[src/rtl/fifo_burst_pkg.sv]
// Shared types for the FIFO burst reader: FSM states, the word+last beat
// record carried through the skid buffer, and the buffer depth.
package fifo_burst_pkg;

  localparam int DATA_W     = 32;
  localparam int SKID_DEPTH = 2;

  typedef enum logic [1:0] {
    IDLE = 2'd0,
    FULL = 2'd1,
    PART = 2'd2,
    DONE = 2'd3
  } state_e;

  typedef struct packed {
    logic              last;
    logic [DATA_W-1:0] data;
  } beat_t;

endpackage

[src/rtl/skid_buf_2.sv]
// Two-entry valid/ready buffer for beat_t; occupancy is exported so the
// reader only issues FIFO reads that are guaranteed a slot.
module skid_buf_2
  import fifo_burst_pkg::*;
(
  input  logic       clk,
  input  logic       rst_n,
  input  logic       in_valid_i,
  input  beat_t      in_beat_i,
  output logic       out_valid_o,
  output beat_t      out_beat_o,
  input  logic       out_ready_i,
  output logic [1:0] count_o
);

  beat_t      ent0_q, ent1_q;
  logic [1:0] count_q;
  logic       pop;

  assign out_valid_o = (count_q != 2'd0);
  assign out_beat_o  = ent0_q;
  assign count_o     = count_q;
  assign pop         = out_valid_o & out_ready_i;

  always_ff @(posedge clk or negedge rst_n) begin
    if (!rst_n) begin
      ent0_q  <= '0;
      ent1_q  <= '0;
      count_q <= 2'd0;
    end else begin
      case ({in_valid_i, pop})
        2'b10: begin
          if (count_q == 2'd0) ent0_q <= in_beat_i;
          else                 ent1_q <= in_beat_i;
          count_q <= count_q + 2'd1;
        end
        2'b01: begin
          ent0_q  <= ent1_q;
          count_q <= count_q - 2'd1;
        end
        2'b11: begin
          if (count_q == 2'd1) begin
            ent0_q <= in_beat_i;
          end else begin
            ent0_q <= ent1_q;
            ent1_q <= in_beat_i;
          end
        end
        default: ;
      endcase
    end
  end

endmodule

[src/rtl/fifo_burst_reader.sv]
// Drains sync_fifo and re-emits its words as valid/ready bursts framed by m_last.
// state | meaning
// IDLE  | waiting for a full burst, a flush, or the idle timeout
// FULL  | pipelined reads of exactly BURST_LEN words
// PART  | one-at-a-time reads until the FIFO runs dry or BURST_LEN is hit
// DONE  | no reads; wait for the last-tagged beat to leave
module fifo_burst_reader
  import fifo_burst_pkg::*;
#(
  parameter int DATA_WIDTH = DATA_W,
  parameter int BURST_LEN  = 16,
  parameter int TIMEOUT    = 64,
  parameter int CNT_W      = $clog2(BURST_LEN)
) (
  input  logic                  clk,
  input  logic                  rst_n,
  input  logic [DATA_WIDTH-1:0] fifo_data_out,
  input  logic                  fifo_empty,
  input  logic                  fifo_pro_empty,
  output logic                  fifo_rd_en,
  input  logic                  flush,
  output logic [DATA_WIDTH-1:0] m_data,
  output logic                  m_valid,
  output logic                  m_last,
  input  logic                  m_ready,
  output logic                  busy
);

  localparam int TO_W = $clog2(TIMEOUT);

  state_e           state_q, state_d;
  logic [CNT_W-1:0] beat_cnt_q, beat_cnt_d;
  logic [TO_W-1:0]  timeout_q, timeout_d;
  logic             inflight_q, rd_tag_q, rd_part_q;

  logic [1:0] skid_cnt;
  logic [2:0] occ;
  logic       pop, read_allowed, last_issue, ret_last;
  beat_t      in_beat, out_beat;

  // Occupancy once this cycle's transfer leaves; counting the pop keeps FULL at 1 beat/cycle.
  assign pop          = m_valid & m_ready;
  assign occ          = 3'(skid_cnt) + 3'(inflight_q) - 3'(pop);
  assign read_allowed = (state_q == FULL) | ((state_q == PART) & ~inflight_q);
  assign fifo_rd_en   = read_allowed & ~fifo_empty & (occ < 3'(SKID_DEPTH));
  assign last_issue   = (beat_cnt_q == CNT_W'(BURST_LEN - 1));
  assign ret_last     = rd_tag_q | (rd_part_q & fifo_empty);

  assign in_beat.last = ret_last;
  assign in_beat.data = DATA_W'(fifo_data_out);
  assign m_data       = DATA_WIDTH'(out_beat.data);
  assign m_last       = out_beat.last;
  assign busy         = (state_q != IDLE);

  skid_buf_2 u_skid (
    .clk         (clk),
    .rst_n       (rst_n),
    .in_valid_i  (inflight_q),
    .in_beat_i   (in_beat),
    .out_valid_o (m_valid),
    .out_beat_o  (out_beat),
    .out_ready_i (m_ready),
    .count_o     (skid_cnt)
  );

  always_comb begin
    state_d    = state_q;
    beat_cnt_d = beat_cnt_q;
    timeout_d  = timeout_q;
    case (state_q)
      IDLE: begin
        timeout_d = fifo_empty ? '0 : timeout_q + TO_W'(1);
        if (!fifo_pro_empty) begin
          state_d    = FULL;
          beat_cnt_d = '0;
          timeout_d  = '0;
        end else if (!fifo_empty && (flush || timeout_q == TO_W'(TIMEOUT - 1))) begin
          state_d    = PART;
          beat_cnt_d = '0;
          timeout_d  = '0;
        end
      end
      FULL: begin
        if (fifo_rd_en) begin
          if (last_issue) begin
            beat_cnt_d = '0;
            state_d    = DONE;
          end else begin
            beat_cnt_d = beat_cnt_q + CNT_W'(1);
          end
        end
      end
      PART: begin
        if (fifo_rd_en) beat_cnt_d = last_issue ? '0 : beat_cnt_q + CNT_W'(1);
        if (inflight_q && ret_last) begin
          beat_cnt_d = '0;
          state_d    = DONE;
        end
      end
      DONE: begin
        if (pop && m_last) state_d = IDLE;
      end
      default: state_d = IDLE;
    endcase
  end

  always_ff @(posedge clk or negedge rst_n) begin
    if (!rst_n) begin
      state_q    <= IDLE;
      beat_cnt_q <= '0;
      timeout_q  <= '0;
      inflight_q <= 1'b0;
      rd_tag_q   <= 1'b0;
      rd_part_q  <= 1'b0;
    end else begin
      state_q    <= state_d;
      beat_cnt_q <= beat_cnt_d;
      timeout_q  <= timeout_d;
      inflight_q <= fifo_rd_en;
      rd_tag_q   <= fifo_rd_en & last_issue;
      rd_part_q  <= fifo_rd_en & (state_q == PART);
    end
  end

endmodule

[config.mk]
export PLATFORM = sky130hd
export DESIGN_NAME = fifo_burst_reader
export DESIGN_NICKNAME = d
export VERILOG_FILES = /design/src/rtl/fifo_burst_pkg.sv /design/src/rtl/skid_buf_2.sv /design/src/rtl/fifo_burst_reader.sv
export SDC_FILE = /design/constraint.sdc
export NUM_CORES = 1
export LEC_CHECK = 0
export ABC_AREA = 1
export BUFFER_PORTS_ARGS = -buffer_cell sky130_fd_sc_hd__buf_2
export CORE_AREA = 2 2 106 77
export CTS_CLUSTER_DIAMETER = 120
export CTS_CLUSTER_SIZE = 20
export DETAILED_ROUTE_END_ITERATION = 10
export DIE_AREA = 0 0 108 79
export PLACE_DENSITY = 0.85
export SYNTH_ARGS = -nofsm -noshare
export SYNTH_HDL_FRONTEND = slang
export SYNTH_SLANG_ARGS = --single-unit
[constraint.sdc]
create_clock -name clk -period 3.42 [get_ports clk]
set_input_delay 0.171 -clock clk [delete_from_list [all_inputs] [get_ports clk]]
set_output_delay 0.171 -clock clk [all_outputs]
set_load 0.005 [all_outputs]
### After elaboration in Yosys (flattened, before gate mapping)

Cells that the tools add are included.

* add/sub/neg operators: 6
* multipliers: 0
* div/mod/pow operators: 0
* magnitude comparators: 1
* eq/ne operators: 17
* shifts and indexed selects: 0
* muxes and demuxes: 23
* bitwise operators: 11
* reduce and logical (&&, ||, !) cells: 17

Operator list (number)
* $mux W33: 4
* $pmux W33 S3: 1
* $pmux W33 S2: 1
* $mux W4: 5
* $mux W6: 3
* $mux W2: 6
* $pmux W4 S3: 1
* $ne A2 B2 Y1 const B: 5
* $eq A2 B2 Y1 const B: 4
* $pmux W2 S4: 1
* $reduce_bool A2 Y1: 4
* $and A1 B1 Y1: 7
* $add A6 B1 Y6 const B: 1
* $eq A2 B1 Y1 const B: 3
* $eq A6 B6 Y1 const B: 1
* $reduce_bool A3 Y1: 2
* $reduce_and A5 Y1: 1
* $add A4 B1 Y4 const B: 1
* $eq A4 B4 Y1 const B: 1
* $logic_not A2 Y1: 2
* $ne A2 B1 Y1 const B: 2
* $pmux W2 S2: 1
* $reduce_and A2 Y1: 2
* $add A2 B1 Y3: 1
* other kinds (11): 15

* register bits: 83
* latch bits: 0
* RAM bits: 0
* memory bits (read-only): 0
* input port bits: 38
* output and inout bits: 36
* word-level logic and storage cells: 86
* memories: 0

### Depth between registers and ports, before layout

* depth in word-level cells: 8
* mapped depth: 14
* mapped depth without buffers: 14

### Hierarchy

From an unflattened synthesis, not the netlist that was laid out.

* cells, all modules: 567
* area total of the unflattened synthesis: 4331.7 um^2

Modules (own cells, without submodules)
* skid_buf_2: instances 1, cells an instance 421, area an instance 3230.6 um^2, sequential area each 1701.6 um^2
* fifo_burst_reader: instances 1, cells an instance 146, area an instance 1101.1 um^2, sequential area each 375.4 um^2

### Worst setup path before layout

No wires, ideal clock.

* path kind: register to register
* start point: reg u_skid.count_q[1] (netlist: u_skid.count_o[1])
* end point: reg beat_cnt_q[3]
* setup time: 0.130 ns
* arrival time: 2.376 ns
* data required time: 3.290 ns
* path slack: 0.913 ns
* cell stages (with the launch flop): 15
* buffers on the path: 0
* period minus slack after synthesis: 2.507 ns
* cell sequence: dfrtp_1 -> inv_1 -> ha_1 -> nor2_4 -> inv_1 -> nor2_1 -> o21ai_0 -> fa_1 -> inv_1 -> nor2_1 -> nand3_1 -> nor2_1 -> nand2_1 -> nand3_1 -> o21ai_0

* cells in the longest elaborated chain, start to end: 8
* elaborated cells on any way between the ends: 9
* classes of those cells: 2 x add/sub; 1 x order compare; 3 x mux; 2 x bitwise; 1 x reduce/logical

RTL lines
* from (decl): line skid_buf_2.sv:17 `logic [1:0] count_q;`
* from (signal assigned): line skid_buf_2.sv:35 `count_q <= count_q + 2'd1;`
* from (signal assigned): line skid_buf_2.sv:39 `count_q <= count_q - 2'd1;`
* branches (longest 2 deep; another with $add A2 B1 Y3)
* $sub A3 B1 Y3 (*): line fifo_burst_reader.sv:43 `assign occ = 3'(skid_cnt) + 3'(inflight_q) - 3'(pop);`
* $lt A3 B2 Y1 (*): line fifo_burst_reader.sv:45 `assign fifo_rd_en = read_allowed & ~fifo_empty & (occ < 3'(SKID_DEPTH));`
* $and A1 B1 Y1 (*): line fifo_burst_reader.sv:45
* via fifo_rd_en: line fifo_burst_reader.sv:20 `output logic fifo_rd_en,`
* $mux W4 (*)
* $mux W4
* $pmux W4 S3 (*)
* to (signal assigned): line fifo_burst_reader.sv:117 `beat_cnt_q <= beat_cnt_d;`
* to (decl): line fifo_burst_reader.sv:32 `logic [CNT_W-1:0] beat_cnt_q, beat_cnt_d;`

Mark *: on every way through the listed nets, which the timed path passes.
A chain may end at the register's enable or synchronous reset.

### Worst setup path after layout

* start point: reg u_skid.count_q[0] (netlist: u_skid.count_o[0])
* end point: out fifo_rd_en

* cells in the longest elaborated chain, start to end: 5
* elaborated cells on any way between the ends: 6
* classes of those cells: 2 x add/sub; 1 x order compare; 2 x bitwise; 1 x reduce/logical

RTL lines (line)
* branches (longest 2 deep; another with $add A2 B1 Y3)
* $sub A3 B1 Y3 (*): fifo_burst_reader.sv:43
* $lt A3 B2 Y1 (*): fifo_burst_reader.sv:45
* $and A1 B1 Y1 (*): fifo_burst_reader.sv:45
* to (decl): fifo_burst_reader.sv:20

Every way passes the cells marked *.

==> flow_metrics.tcl <==
set metrics [dict create \
    avgSynthCellArea_um2 7.92 \
    synth_top_flop_cell "dfrtp_1" \
    power_leakage_nw 2.54 \
    final_area_mm2 0.00471 \
    cts_hold_buf 0 \
    dp.cells 678 \
    io_buffers 73 \
    worst-path-buf-inv 4 \
    cts_resized 0 \
    ir_drop_mv 0.377 \
    hold_viol_final 10 \
    power.total_mw 4.21 \
    yosysTopAreaCellShare 0.504 \
    dr.pass1.iters 4 \
    hold-worst-slack_ps -5.73 \
    syn_inst 520 \
    dp_slack_ps 616 \
    async_flop_share 1.00 \
    cap_violations 0 \
    grt_max_degree 84 \
    clk_path_buf_depth 2 \
    synth.largest_area_cell "dfrtp_1" \
    finalNonFillerCells 694 \
    initial_core_util 0.542 \
    required_ps 3250 \
    post_cts_buffers 0 \
    crit_type "reg2out" \
    io_pins 74 \
    antenna_found_initial 0 \
    fp.dieArea_mm2 0.00853 \
    synth_edf_count 0 \
    cts-root-buf "clkbuf_8" \
    outcome "finished with violations" \
    syn-cell-area_mm2 0.00412 \
    critPathArrivalTime_ps 2960 \
    htreeDepth 3 \
    violations "negative hold slack" \
    synth_seq_area_share 0.504 \
    cp-start-kind "flip-flop" \
    wl_per_cell_um 13.0 \
    place_area_mm2 0.00450 \
    slew_violations 0 \
    dieHeight_um 79 \
    final_util 0.620 \
    cts_sinks 83 \
    clk_latency_ps 360 \
    finalSetupTns_ps 0 \
    dp_hpwl_um 6250 \
    fmax_ghz 0.320 \
    grt_pass1_wl_um 15200 \
    numCtsBuffers 9 \
    timing.final.ws_setup_ps 291 \
    clkTransAtPathRegs_ps 80 \
    p_per_area_mw_per_mm2 893 \
    overflow 0 \
    tritoncts "yes" \
    wl_um 9050 \
    cpMaxStageDelayCell "fa_1" \
    yosysWarnings 0 \
    drc_errors 0 \
    fillers 677 \
    skew_ps 11.4 \
    n_antenna_cell 0 \
    worst_slew_pin_slew_ps 1070 \
    ant_nets 0 \
    min_path_type "in2async" \
    via_per_inst 4.99 \
    drtIter0Drc 195 \
    slowest_delay_ps 530 \
    grtUsageTotal 0.228 \
    path_cells "inv_1, ha_1, nor2_4, inv_1, nor2_1, o21ai_0, fa_1, inv_1, nor2_1, nand3_1, nor2_1, buf_2" \
    gp_congestion 0.872 \
    drive_gt1_frac 0.169 \
    crit_path_end_kind "output pin" \
    synth-seq-cells 83 \
    die_x_um 108 \
    vias 3465 \
    nNetsFinal 638 \
    rsz0062_at_grt "no" \
    core_mm2 0.00760 \
    yosysUniqueCellTypes 22 \
    synthToLayoutAreaGrowth_pct 14.4 \
    relSlewSlack 0.288 \
    min_period_ps 3130 \
    grt_pass1_vias 3420 \
    num_rows 27 \
    setup_viol 0 \
    crit_fanout 6 \
    critical_path.top_delay_family "simple AND/OR/NAND/NOR gates" \
    synth_nets 570 \
    period_share 0.915 \
    synthTopCellsByArea "dfrtp_1 (50%), nand2_1 (19%), inv_1 (6.0%), o21ai_0 (5.2%), o21ai_1 (4.3%)" \
]
==> metal layers <==
metal	part of all wire	routed length (um)	GRT usage
met1	0.45	4030	0.287
met5	0	0	0
met4	0.013	122	0.0705
met2	0.48	4330	0.380
met3	0.062	565	0.0714
==> kinds of logic (layout without fill, tap and decap cells) <==
family / count (synthesis) / after routing / synth area share
buffers and inverters: 85 / 158 / 0.0948
and+or+nand+nor: 251 / 251 / 0.245
DFF: 83 / 83 / 0.504
xor gates and xnor gates: 4 / 4 / 0.00850
adders and majority gates: 12 / 12 / 0.0383
AOI/OAI and AO/OA: 85 / 85 / 0.109
==> power by group <==
| group | internal (mW) | leakage, nW | switching, mW |
|---|---|---|---|
| sequential | 1.42 | 1.04 | 0.210 |
| clock | 0.378 | 0.0978 | 0.359 |
| combinational | 0.668 | 1.40 | 1.18 |
| total | 2.47 | 2.54 | 1.74 |
==> cell type report <==
class	instances	area (um^2)	area share
Multi-Input combinational cell	352	1660	0.352
Tap cell	101	126	0.0268
Clock inverter	5	61.3	0.0130
Clock buffer	11	151	0.0321
Inverter	66	248	0.0526
Timing Repair Buffer	76	390	0.0828
Sequential cell	83	2080	0.441
==> worst register-to-register path, stage by stage, from the launching register on <==
cell and delay, ps:
dfrtp_1 420, inv_1 100, ha_1 260, nor2_4 200, inv_1 110, nor2_1 180
o21ai_0 120, fa_1 530, inv_1 50, nor2_1 70, nand3_1 70, nor2_1 310
nand2_1 110, nand3_1 90, o21ai_0 70
==> state kept, by name (all words and copies together) (netlist names) <==
name               count
inflight_q             1
rd_part_q              1
timeout_q              6
u_skid.ent1_q         33
beat_cnt_q             4
state_q                2
u_skid.out_beat_o     33
rd_tag_q               1
u_skid.count_o         2
==> Yosys cell counts (2+ instances only) <==
master    instances
nand3_1          18
xnor2_1           4
nor2_1           11
buf_2             9
clkbuf_1          2
nand2_4           3
nand4_1           5
dfrtp_1          83
nand2_1         212
o22ai_1           2
o21ai_2           2
inv_1            66
buf_6             8
o21ai_1          35
o21ai_0          43
ha_1             11
==> cells in the final DEF (no fill, tap or decap), types with 5 or more instances in the layout <==
cell      synthesis  layout
buf_2             9      72
clkbuf_8          0      11
dfrtp_1          83      83
ha_1             11      11
inv_1            66      66
nand2_1         212     212
nand3_1          18      18
nand4_1           5       5
nor2_1           11      11
o21ai_0          43      43
o21ai_1          35      35
==> worst paths after layout <==
check,startpoint,endpoint,slack (ps),cells after the start
worst max-delay path,u_skid.count_o[0],fifo_rd_en,290,12
worst min-delay path,rst_n,u_skid.out_beat_o[7],-6,1
worst max register to register,u_skid.count_o[0],beat_cnt_q[0],620,14
worst min register to register,u_skid.out_beat_o[31],u_skid.out_beat_o[31],470,2
max in group asynchronous,rst_n,timeout_q[0],2800,1
min in group clk,fifo_data_out[13],u_skid.ent1_q[13],30,3
(Power assumes the default switching activity.)
